$ cat src/rtl/dm_arbiter.sv
// dm_arbiter: two-port data-memory arbiter/sequencer with watchdog abort.
// Define DM_ARB_CPU_PRIO_EN for fixed port-0 priority instead of round-robin.
module dm_arbiter #(
  parameter int unsigned TIMEOUT = 255
) (
  input  logic        clk,
  input  logic        reset,
  input  logic        m0_req,
  input  logic [31:0] m0_addr,
  input  logic [31:0] m0_wdata,
  input  logic [3:0]  m0_byteen,
  output logic        m0_gnt,
  output logic        m0_rvalid,
  output logic [31:0] m0_rdata,
  input  logic        m1_req,
  input  logic [31:0] m1_addr,
  input  logic [31:0] m1_wdata,
  input  logic [3:0]  m1_byteen,
  output logic        m1_gnt,
  output logic        m1_rvalid,
  output logic [31:0] m1_rdata,
  output logic        err,
  output logic        mem_req,
  output logic [31:0] mem_addr,
  output logic [31:0] mem_wdata,
  output logic [3:0]  mem_byteen,
  input  logic        mem_ready,
  input  logic        mem_rvalid,
  input  logic [31:0] mem_rdata
);
  typedef enum logic [1:0] {S_IDLE, S_ISSUE, S_WAIT} state_t;
  localparam logic [15:0] LAST_CNT = 16'(TIMEOUT - 1);
  state_t r_state, w_next;
  logic r_owner, r_gnt0, r_gnt1, r_rv0, r_rv1, r_err;
  logic [15:0] r_cnt;
  logic [31:0] r_addr, r_wdata, r_rdata0, r_rdata1;
  logic [3:0] r_byteen;
  logic w_win, w_grant, w_done, w_abort, w_ret, w_exp, w_rd;
`ifdef DM_ARB_CPU_PRIO_EN
  assign w_win = ~m0_req;
`else
  logic r_last;
  assign w_win = m1_req & (~m0_req | ~r_last);
  always_ff @(posedge clk)
    if (reset) r_last <= 1'b1;
    else if (w_grant) r_last <= w_win;
`endif
  // r_cnt holds the number of completed ISSUE/WAIT cycles, so expiry ends the TIMEOUT-th one
  assign w_exp = r_cnt >= LAST_CNT;
  assign w_rd = r_byteen == 4'b0000;
  assign w_ret = w_done | (w_abort & w_rd);
  always_comb begin
    w_next = r_state;
    w_grant = 1'b0;
    w_done = 1'b0;
    w_abort = 1'b0;
    case (r_state)
      S_IDLE: begin
        w_grant = m0_req | m1_req;
        w_next = w_grant ? S_ISSUE : S_IDLE;
      end
      S_ISSUE: begin
        w_abort = ~mem_ready & w_exp;
        w_next = mem_ready ? (w_rd ? S_WAIT : S_IDLE) : (w_exp ? S_IDLE : S_ISSUE);
      end
      S_WAIT: begin
        w_done = mem_rvalid;
        w_abort = ~mem_rvalid & w_exp;
        w_next = (mem_rvalid | w_exp) ? S_IDLE : S_WAIT;
      end
      default: w_next = S_IDLE;
    endcase
  end
  always_ff @(posedge clk) begin
    if (reset) begin
      r_state <= S_IDLE;
      r_owner <= 1'b0;
      r_cnt <= 16'd0;
      r_gnt0 <= 1'b0;
      r_gnt1 <= 1'b0;
      r_rv0 <= 1'b0;
      r_rv1 <= 1'b0;
      r_err <= 1'b0;
      r_rdata0 <= 32'd0;
      r_rdata1 <= 32'd0;
      r_addr <= 32'd0;
      r_wdata <= 32'd0;
      r_byteen <= 4'd0;
    end else begin
      r_state <= w_next;
      r_cnt <= w_grant ? 16'd0 : (r_state != S_IDLE && r_cnt != 16'hFFFF) ? r_cnt + 16'd1 : r_cnt;
      r_gnt0 <= w_grant & ~w_win;
      r_gnt1 <= w_grant & w_win;
      r_rv0 <= w_ret & ~r_owner;
      r_rv1 <= w_ret & r_owner;
      r_err <= w_abort;
      if (w_ret & ~r_owner) r_rdata0 <= w_done ? mem_rdata : 32'd0;
      if (w_ret & r_owner) r_rdata1 <= w_done ? mem_rdata : 32'd0;
      if (w_grant) begin
        r_owner <= w_win;
        r_addr <= w_win ? m1_addr : m0_addr;
        r_wdata <= w_win ? m1_wdata : m0_wdata;
        r_byteen <= w_win ? m1_byteen : m0_byteen;
      end
    end
  end
  assign m0_gnt = r_gnt0;
  assign m1_gnt = r_gnt1;
  assign m0_rvalid = r_rv0;
  assign m1_rvalid = r_rv1;
  assign m0_rdata = r_rdata0;
  assign m1_rdata = r_rdata1;
  assign err = r_err;
  assign mem_req = r_state == S_ISSUE;
  assign mem_addr = r_addr;
  assign mem_wdata = r_wdata;
  assign mem_byteen = r_byteen;
endmodule
$ cat config.mk
export PLATFORM = sky130hd
export DESIGN_NAME = dm_arbiter
export DESIGN_NICKNAME = d
export VERILOG_FILES = /design/src/rtl/dm_arbiter.sv
export SDC_FILE = /design/constraint.sdc
export NUM_CORES = 1
export LEC_CHECK = 0
export ABC_AREA = 1
export CAP_MARGIN = 15
export CORE_MARGIN = 1
export CORE_UTILIZATION = 44
export DETAILED_ROUTE_END_ITERATION = 12
export PLACE_DENSITY = 0.91
export SETUP_SLACK_MARGIN = 0.3
export SYNTH_ARGS = -nofsm -noshare
export SYNTH_HDL_FRONTEND = slang
export SYNTH_SLANG_ARGS = --single-unit
$ cat constraint.sdc
create_clock -name clk -period 4.4 [get_ports clk]
set_clock_uncertainty 0.2 [all_clocks]
set_input_delay 0.88 -clock clk [delete_from_list [all_inputs] [get_ports clk]]
set_output_delay 0.88 -clock clk [all_outputs]
set_load 0.03 [all_outputs]
# Yosys cells after proc, flatten, opt, wreduce, memory -nomap -nowiden
# Cells that the tools add are included.
[word_totals] ff_bits=157 output_inout_bits=138 in_bits=174 word_cells=55
[classes] n_reduce_logical=5 mux=13 addsub=1 magnitude_cmp=1 eq_ne=3 bitwise_logic=18
[op_table] cell="two-way mux 32 bit" count=3
[op_table] cell="adder 16 x 1 -> 16 bit, second input constant" count=1
[op_table] cell="greater-or-equal comparator 16 x 8 -> 1 bit, second input constant" count=1
[op_table] cell="!= test 16 bit, second input constant" count=1
[op_table] cell="bitwise AND 1 bit" count=8
[op_table] cell="two-way mux 2 bit" count=3
[op_table] cell="inverter 1 bit" count=6
[op_table] cell="case mux 2 bit (3 select lines)" count=1
[op_table] cell="logical NOT 4 bit" count=1
[op_table] cell="two-way mux 1 bit" count=4
[op_table] cell="two-way mux 4 bit" count=1
[op_table] cell="bitwise OR 1 bit" count=4
[op_table] cell="== test 2 x 1 -> 1 bit, second input constant" count=1
[op_table] cell="== test 2 bit, second input constant" count=1
[op_table] cell="logical NOT 2 bit" count=1
[op_table] cell="case mux 1 bit (2 select lines)" count=1
[op_table] cell="nonzero test 2 bit" count=1
[op_table] cell="OR reduction 2 bit" count=1
[op_table] cell="logical AND 1 bit" count=1

# Logic depth before layout (Yosys ltp)
# Gate-level depths: netlist of run 1.
[depth] word_depth=6 depth_mapped=12 ltp_nobuf=11

# Least setup slack after synthesis of run 1
# OpenSTA, ideal clock, no wires.
[synth_path] kind="input to register" from="in mem_rvalid" to="reg r_rdata0[10] (netlist: m0_rdata[10])" slack_ns=2.312 arrival_ns=1.756 n_path_buf=1 t_required_ns=4.068 path_stages=9 setup_time_ns=0.132 cell_sequence="nand2_1 -> nand2_1 -> a21oi_1 -> nand3_1 -> nand2_2 -> nand2_4 -> buf_6 -> nand2_1 -> a21oi_1"
[synth_between] elab_chain_cells=6 word_cells_on_any_way=8 cone_classes="mux (3); bitwise (5)"
[synth_rtl] element="from (decl)" line_no="28" text="input logic mem_rvalid,"
[synth_rtl] element="inverter 1 bit" line_no="68" text="w_abort = ~mem_rvalid & w_exp;"
[synth_rtl] element="bitwise AND 1 bit" line_no="68"
[synth_rtl] element="case mux 1 bit (2 select lines)" line_no="57" text="case (r_state)"
[synth_rtl] element="bitwise AND 1 bit" line_no="51" text="assign w_ret = w_done | (w_abort & w_rd);"
[synth_rtl] element="bitwise OR 1 bit" line_no="51"
[synth_rtl] element="bitwise AND 1 bit" line_no="97" text="if (w_ret & ~r_owner) r_rdata0 <= w_done ? mem_rdata : 32'd0;"
[synth_rtl] element="to (signal assigned)" line_no="97"
[synth_rtl] element="to (decl)" line_no="36" text="logic [31:0] r_addr, r_wdata, r_rdata0, r_rdata1;"
# Parallel ways exist; a longest one is shown, timed or not.
# A chain may end at the register's enable or synchronous reset.

# Final worst setup path of run 1
[layout_path] from="reg r_state[1]" to="out mem_req"
[layout_between] elab_chain_cells=1
[layout_rtl] element="from (decl)" line_no="33" text="state_t r_state, w_next;"
[layout_rtl] element="from (signal assigned)" line_no="90" text="r_state <= w_next;"
[layout_rtl] element="== test 2 x 1 -> 1 bit" line_no="114" text="assign mem_req = r_state == S_ISSUE;"
[layout_rtl] element="to (decl)" line_no="23" text="output logic mem_req,"
# No other way between the ends.

==> results.cfg, run 1 <==
[route]
routed_wl_um = 21000
routedWlPerCell_um = 15.1
drt-initial-drc-count = 498
drt_pre_antenna_iters = 5
ant_nets = 0
drc = 0
vias_per_cell = 5.08
dr_total_vias = 7086

[power]
total_power_uw = 3730
leakagePower_uw = 0.00395
vdd_drop_max_uv = 283
power_density_nw_per_um2 = 365

[clock_network]
cts_hold_buf = 0
tritoncts = built
clockBufferDepth = 2
root_buffer = clkbuf_16
ctsResizeCount = 0
clkTransAtPathRegs_ns = 0.06
cts.sinks = 157
post_cts_buffers = 0
worstSkewPairLatency_ns = 0.42
cts_buffers = 17
htreeDepth = 4

[setup_path]
reg2reg_depth = 10
critPathMaxStageDelay_ns = 0.72
worstPathRequired_ns = 3.32
crit_family = buffers and inverters
criticalPathCategory = reg -> out
crit_chain = inv_1, ha_1, clkdlybuf4s50_1
critPathMaxFanout = 3
cp_data_arrival_time_ns = 1.75
worst-path-stages = 3
end_kind = output port
cp-start-kind = register
cp_num_buf_inv = 2
crit_slowest_cell = clkdlybuf4s50_1

[die]
core-area_um2 = 14500
ioPinCount = 312
dieArea_um2 = 15300
start_util = 0.451
die_x_um = 124
fp.dieH_um = 124
rows = 44

[yosys]
synth_seq_cells = 157
syn-cell-area_um2 = 6530
synth_top_area_cell = dfxtp_1
syn_inst = 911
yosys.area.top_type_share = 0.482
yosys-top-cells-area = dfxtp_1 (48%), nand2_1 (21%), a21oi_1 (6.2%), nand3_1 (4.4%), nor2_1 (3.6%)
synth_cell_types = 32
syn_nets = 1091
ys_warn_count = 0
synth-seq-area-share = 0.482
avgSynthCellArea_um2 = 7.16

[sta]
setup_tns_ns = 0
drv_slew = 0
rsz0062_at_grt = no
min_period_ns = 2.83
relSlewSlack = 0.304
final.setup.worst_slack_ns = 1.57
finalSetupViolCount = 0
tightest_slew_ns = 1.04
fin_crit_sh = 0.643
timing.final.hold_violations = 0
max_freq_mhz = 353

[job]
drv_cap = 0

[final_layout]
layout-drive-gt1-share = 0.0463
final_nets = 1378
syn2layout_area_growth_pct = 56.7
n_antenna_cell = 0

[grt]
grt_overflow = 0
grt_max_degree = 98
antenna_found_initial = 0
grt_pass1_vias = 6712
grt_first_pass_wirelength_um = 32100
track_usage = 0.275

[hold_path]
hold_class = reg -> reg
holdPathStages = 2

[placed_design]
post-place-ws_ns = 1.38
gp_congestion = 0.873
dp_hpwl_um = 15000
io_buffers = 311

[run_status]
status = finished, final reports clean
cell usage after synthesis:
library cell  instances
nand2_1             373
nand2_2               3
a31oi_1              24
clkinv_1              1
a21oi_1              81
ha_1                  6
nand2_4               3
nor3_4                1
o21ai_4               1
nand4_1               5
nor2_1               63
xnor2_1               5
nand3_1              58
nor3_1                1
a22oi_1               3
nor3_2                2
buf_2                15
nor4b_1               1
dfxtp_1             157
xor2_1                4
buf_4                 2
o211ai_1              1
inv_2                 2
or2_2                 1
nand3_2               2
clkbuf_1             27
buf_8                 1
buf_6                 7
o21ai_0               7
nor3b_1               1
inv_1                52
nor2_2                1
power breakdown:
part	internal, uW	leakage, uW	switching, uW
sequential	1510	0.00128	48.9
clock	843	0.000272	577
combinational	332	0.00240	421
routing by layer:
metal / GRT usage / up-vias / part of all wire
li1: - / 3459 / -
met1: 0.306 / 3271 / 0.39
met2: 0.466 / 286 / 0.50
met3: 0.0751 / 70 / 0.069
met4: 0.169 / 0 / 0.044
met5: 0 / - / 0
layout by cell type (no fill, tap or decap), drive strengths merged:
| cell | netlist | routed |
|---|---|---|
| nand2 | 379 | 379 |
| clkdlybuf4s50 | 0 | 310 |
| dfxtp | 157 | 157 |
| a21oi | 81 | 81 |
| nor2 | 64 | 64 |
| nand3 | 60 | 60 |
| inv | 54 | 54 |
| a31oi | 24 | 24 |
| clkbuf | 27 | 20 |
| buf | 25 | 10 |
| o21ai | 8 | 8 |
| clkinv | 1 | 7 |
| ha | 6 | 6 |
| nand4 | 5 | 5 |
| xnor2 | 5 | 5 |
| xor2 | 4 | 4 |
| nor3 | 4 | 4 |
| a22oi | 3 | 3 |
| clkinvlp | 0 | 3 |
| bufinv | 0 | 2 |
| or2 | 1 | 1 |
| nor4b | 1 | 1 |
| nor3b | 1 | 1 |
| o211ai | 1 | 1 |
per-stage QoR:
stage,instances,utilization,area (um2),hold slack (ns)
2_1_floorplan,911,-,6530,0.242
3_3_place_gp,1363,0.667,9660,0.247
3_5_place_dp,1363,0.667,9660,0.251
4_1_cts,1394,0.706,10200,0.261
5_1_grt,1394,0.706,10200,0.284
6_report,1394,0.706,10200,0.259
worst min-delay path: stages, from the launching register on:
cell and delay, ns:
dfxtp_1 0.30, nand2_1 0.06, a21oi_1 0.05
layout make-up:
cell class              count  area, um2
clock inverters            11        120
clock buffers              20        447
fillers                  1114       4260
flip-flops and latches    157       3140
multi-input cells         647       2900
well taps                 184        230
repair buffers            320       3180
inverters                  55        206
final timing paths:
kind / from / endpoint / slack (ns)
hold / removal: m1_rdata[25] / m1_rdata[25] / 0.26
hold reg to reg: m1_rdata[25] / m1_rdata[25] / 0.26
setup / recovery: r_state[1] / mem_req / 1.57
setup reg to reg: r_state[1] / mem_addr[17] / 2.03
state kept, by name (all words and copies together), names as in the netlist, 2 cells and up:
name        count
mem_addr       32
r_cnt          16
m0_rdata       32
mem_wdata      32
mem_byteen      4
m1_rdata       32
r_state         2
kinds of logic (layout without fill, tap and decap cells):
family	Yosys count	count (layout)	synth area share
and+or+nand+nor	515	515	0.322
AOI/OAI and AO/OA	117	117	0.0976
DFF	157	157	0.482
adders and majority gates	6	6	0.0115
buffers and inverters	107	406	0.0753
xor gates and xnor gates	9	9	0.0121
Note: power is estimated with default switching activity, not from simulation.
==> inputs of run 2 (changes only) <==
--- a/config.mk
+++ b/config.mk
@@ -8,9 +8,9 @@
 export ABC_AREA = 1
 export CAP_MARGIN = 15
 export CORE_MARGIN = 1
-export CORE_UTILIZATION = 44
+export CORE_UTILIZATION = 41
 export DETAILED_ROUTE_END_ITERATION = 12
-export PLACE_DENSITY = 0.91
+export PLACE_DENSITY = 0.86
 export SETUP_SLACK_MARGIN = 0.3
 export SYNTH_ARGS = -nofsm -noshare
 export SYNTH_HDL_FRONTEND = slang
==> constraint.sdc (replaced) <==
create_clock -name clk -period 2.9 [get_ports clk]
set_clock_uncertainty 0.2 [all_clocks]
set_input_delay 0.58 -clock clk [delete_from_list [all_inputs] [get_ports clk]]
set_output_delay 0.58 -clock clk [all_outputs]
set_load 0.03 [all_outputs]
==> run 2 against run 1 <==
  * Cell count increased by 2.2%
  * Global-route usage decreased by 2.0 points
  * Sequential power increased by 52%
  * Flip-flop and latch count unchanged
  * Critical path type unchanged
  * Total power increased by 56%
  * Utilization decreased by 3.3 points
  * Via count decreased by 1.7%
  * Wire length decreased by 2.0%
  * Register-to-register slack got worse by 1.3 ns
  * Critical path depth decreased by 2
  * Sequential share of layout area decreased by 0.38 points
  * Clock-buffer cell count decreased by 3
  * Critical endpoint is now mem_wdata[19]
==> results.cfg, run 2 (synthesis gave the netlist of run 1 again) <==
[run_status]
status = finished, final reports clean

[sta]
timing.final.hold_violations = 0
rsz0062_at_grt = no
relSlewSlack = 0.453
setup_tns_ns = 0
tightest_slew_ns = 0.821
max_freq_mhz = 439
fin_crit_sh = 0.785
drv_slew = 0
min_period_ns = 2.28
finalSetupViolCount = 0

[final_layout]
layout-drive-gt1-share = 0.0511
mostFrequentLayoutCells = nand2_1 (373), clkdlybuf4s50_1 (309), dfxtp_1 (157)
syn2layout_area_growth_pct = 58.6
final_nets = 1381
nFillCells = 1234
n_antenna_cell = 0
fin_util = 0.673
final_common_cell = nand2_1

[placed_design]
dp_hpwl_um = 15100
gp_congestion = 0.844
io_buffers = 311

[die]
fp.dieH_um = 128
rows = 45
dieArea_um2 = 16400
ioPinCount = 312
die_x_um = 128
core-area_um2 = 15400
start_util = 0.425

[hold_path]
holdPathStages = 2
hold_class = reg -> reg
worst_hold_startpoint = m0_rdata[28]
hold_path_end = m0_rdata[28]

[route]
drc = 0
met1_length_um = 8060
ant_nets = 0
routed_wl_um = 20600
vias_per_cell = 4.89
routedWlPerCell_um = 14.5
drt-initial-drc-count = 358
dr.max_layer_used = met4
wl_met2_um = 9970
drt_pre_antenna_iters = 8
dr_total_vias = 6966
wl_met3_um = 1590

[setup_path]
criticalPathCategory = reg -> out
worstPathRequired_ns = 2.12
critPathMaxStageDelay_ns = 0.74
cp_data_arrival_time_ns = 1.50
crit_slowest_cell = clkdlybuf4s50_1
crit_family = buffers and inverters
r2r_setup_slack_ns = 0.70
critPathMaxFanout = 2
worst-path-stages = 1
reg2reg_from = r_cnt[1]
reg2reg_to = r_cnt[2]
crit_chain = clkdlybuf4s50_1
cp-start-kind = register
cp_num_buf_inv = 1
end_kind = output port
reg2reg_depth = 8

[grt]
grt_max_degree = 79
grt_pass1_vias = 6642
antenna_found_initial = 0
grt_overflow = 0
track_usage = 0.255
grt_first_pass_wirelength_um = 32700

[clock_network]
ctsResizeCount = 0
tritoncts = built
post_cts_buffers = 0
cts_buffers = 17
cts.sinks = 157
clockBufferDepth = 2
htreeDepth = 4
worstSkewPairLatency_ns = 0.42
cts_hold_buf = 0
clkTransAtPathRegs_ns = 0.06
root_buffer = clkbuf_16

[power]
leakagePower_uw = 0.00401
power_density_nw_per_um2 = 562
vdd_drop_max_uv = 407

[job]
drv_cap = 0
-- run 2: cell types whose count changed in the layout (fill, tap and decap cells not counted), sizes merged --
cell,previous run,this run
inv,54,60
clkdlybuf4s50,310,309
clkbuf,20,17
clkinv,7,5
clkinvlp,3,2
bufinv,2,3
buf,10,13
dlymetal6s2s,0,1
-- run 2: layout make-up --
class                           instances  area [um2]  share of cell area
Inverter                               55         206              0.0199
Sequential cell                       157        3140               0.304
Clock inverter                         15         185              0.0179
Tap cell                              211         264              0.0255
Multi-Input combinational cell        647        2900               0.280
Clock buffer                           17         425              0.0411
Timing Repair Buffer                  323        3230               0.312
-- run 2: worst max path at each step --
stage | from | to | slack (ns)
floorplan | r_state[0] | m0_rdata[10] | 1.07
global placement | mem_rvalid | m0_rdata[7] | 0.51
detailed placement | mem_rvalid | m1_rdata[24] | 0.44
CTS | r_state[1] | mem_req | 0.32
global route | r_cnt[1] | r_cnt[2] | 0.56
finish | mem_wdata[19] | mem_wdata[19] | 0.62
-- run 2: report_power, final --
group | switching [uW] | internal, uW
clock | 946 | 1370
sequential | 74.0 | 2280
combinational | 632 | 515
total | 1650 | 4170
-- run 2: through the flow --
step / cells / power (uW) / hold WS [ns] / instance area [um2] / worst slack [ns]
global route: 1425 / 6040 / 0.276 / 10400 / 0.558
finish: 1425 / 5820 / 0.260 / 10400 / 0.623
detailed placement: 1393 / 3550 / 0.251 / 9740 / 0.438
floorplan: 911 / 2960 / 0.242 / 6530 / 1.07
global placement: 1393 / 3530 / 0.247 / 9740 / 0.512
CTS: 1425 / 5860 / 0.261 / 10300 / 0.322
-- run 2: worst min-delay path, cell delays in order, from the launching register on --
cell and delay (ns):
dfxtp_1 0.31, nand2_1 0.06, a21oi_1 0.05
-- run 2: metal layers --
metal / up-vias / GRT usage
met5: - / 0
met4: 0 / 0.141
met3: 61 / 0.0768
met2: 320 / 0.428
met1: 3115 / 0.291
li1: 3470 / -
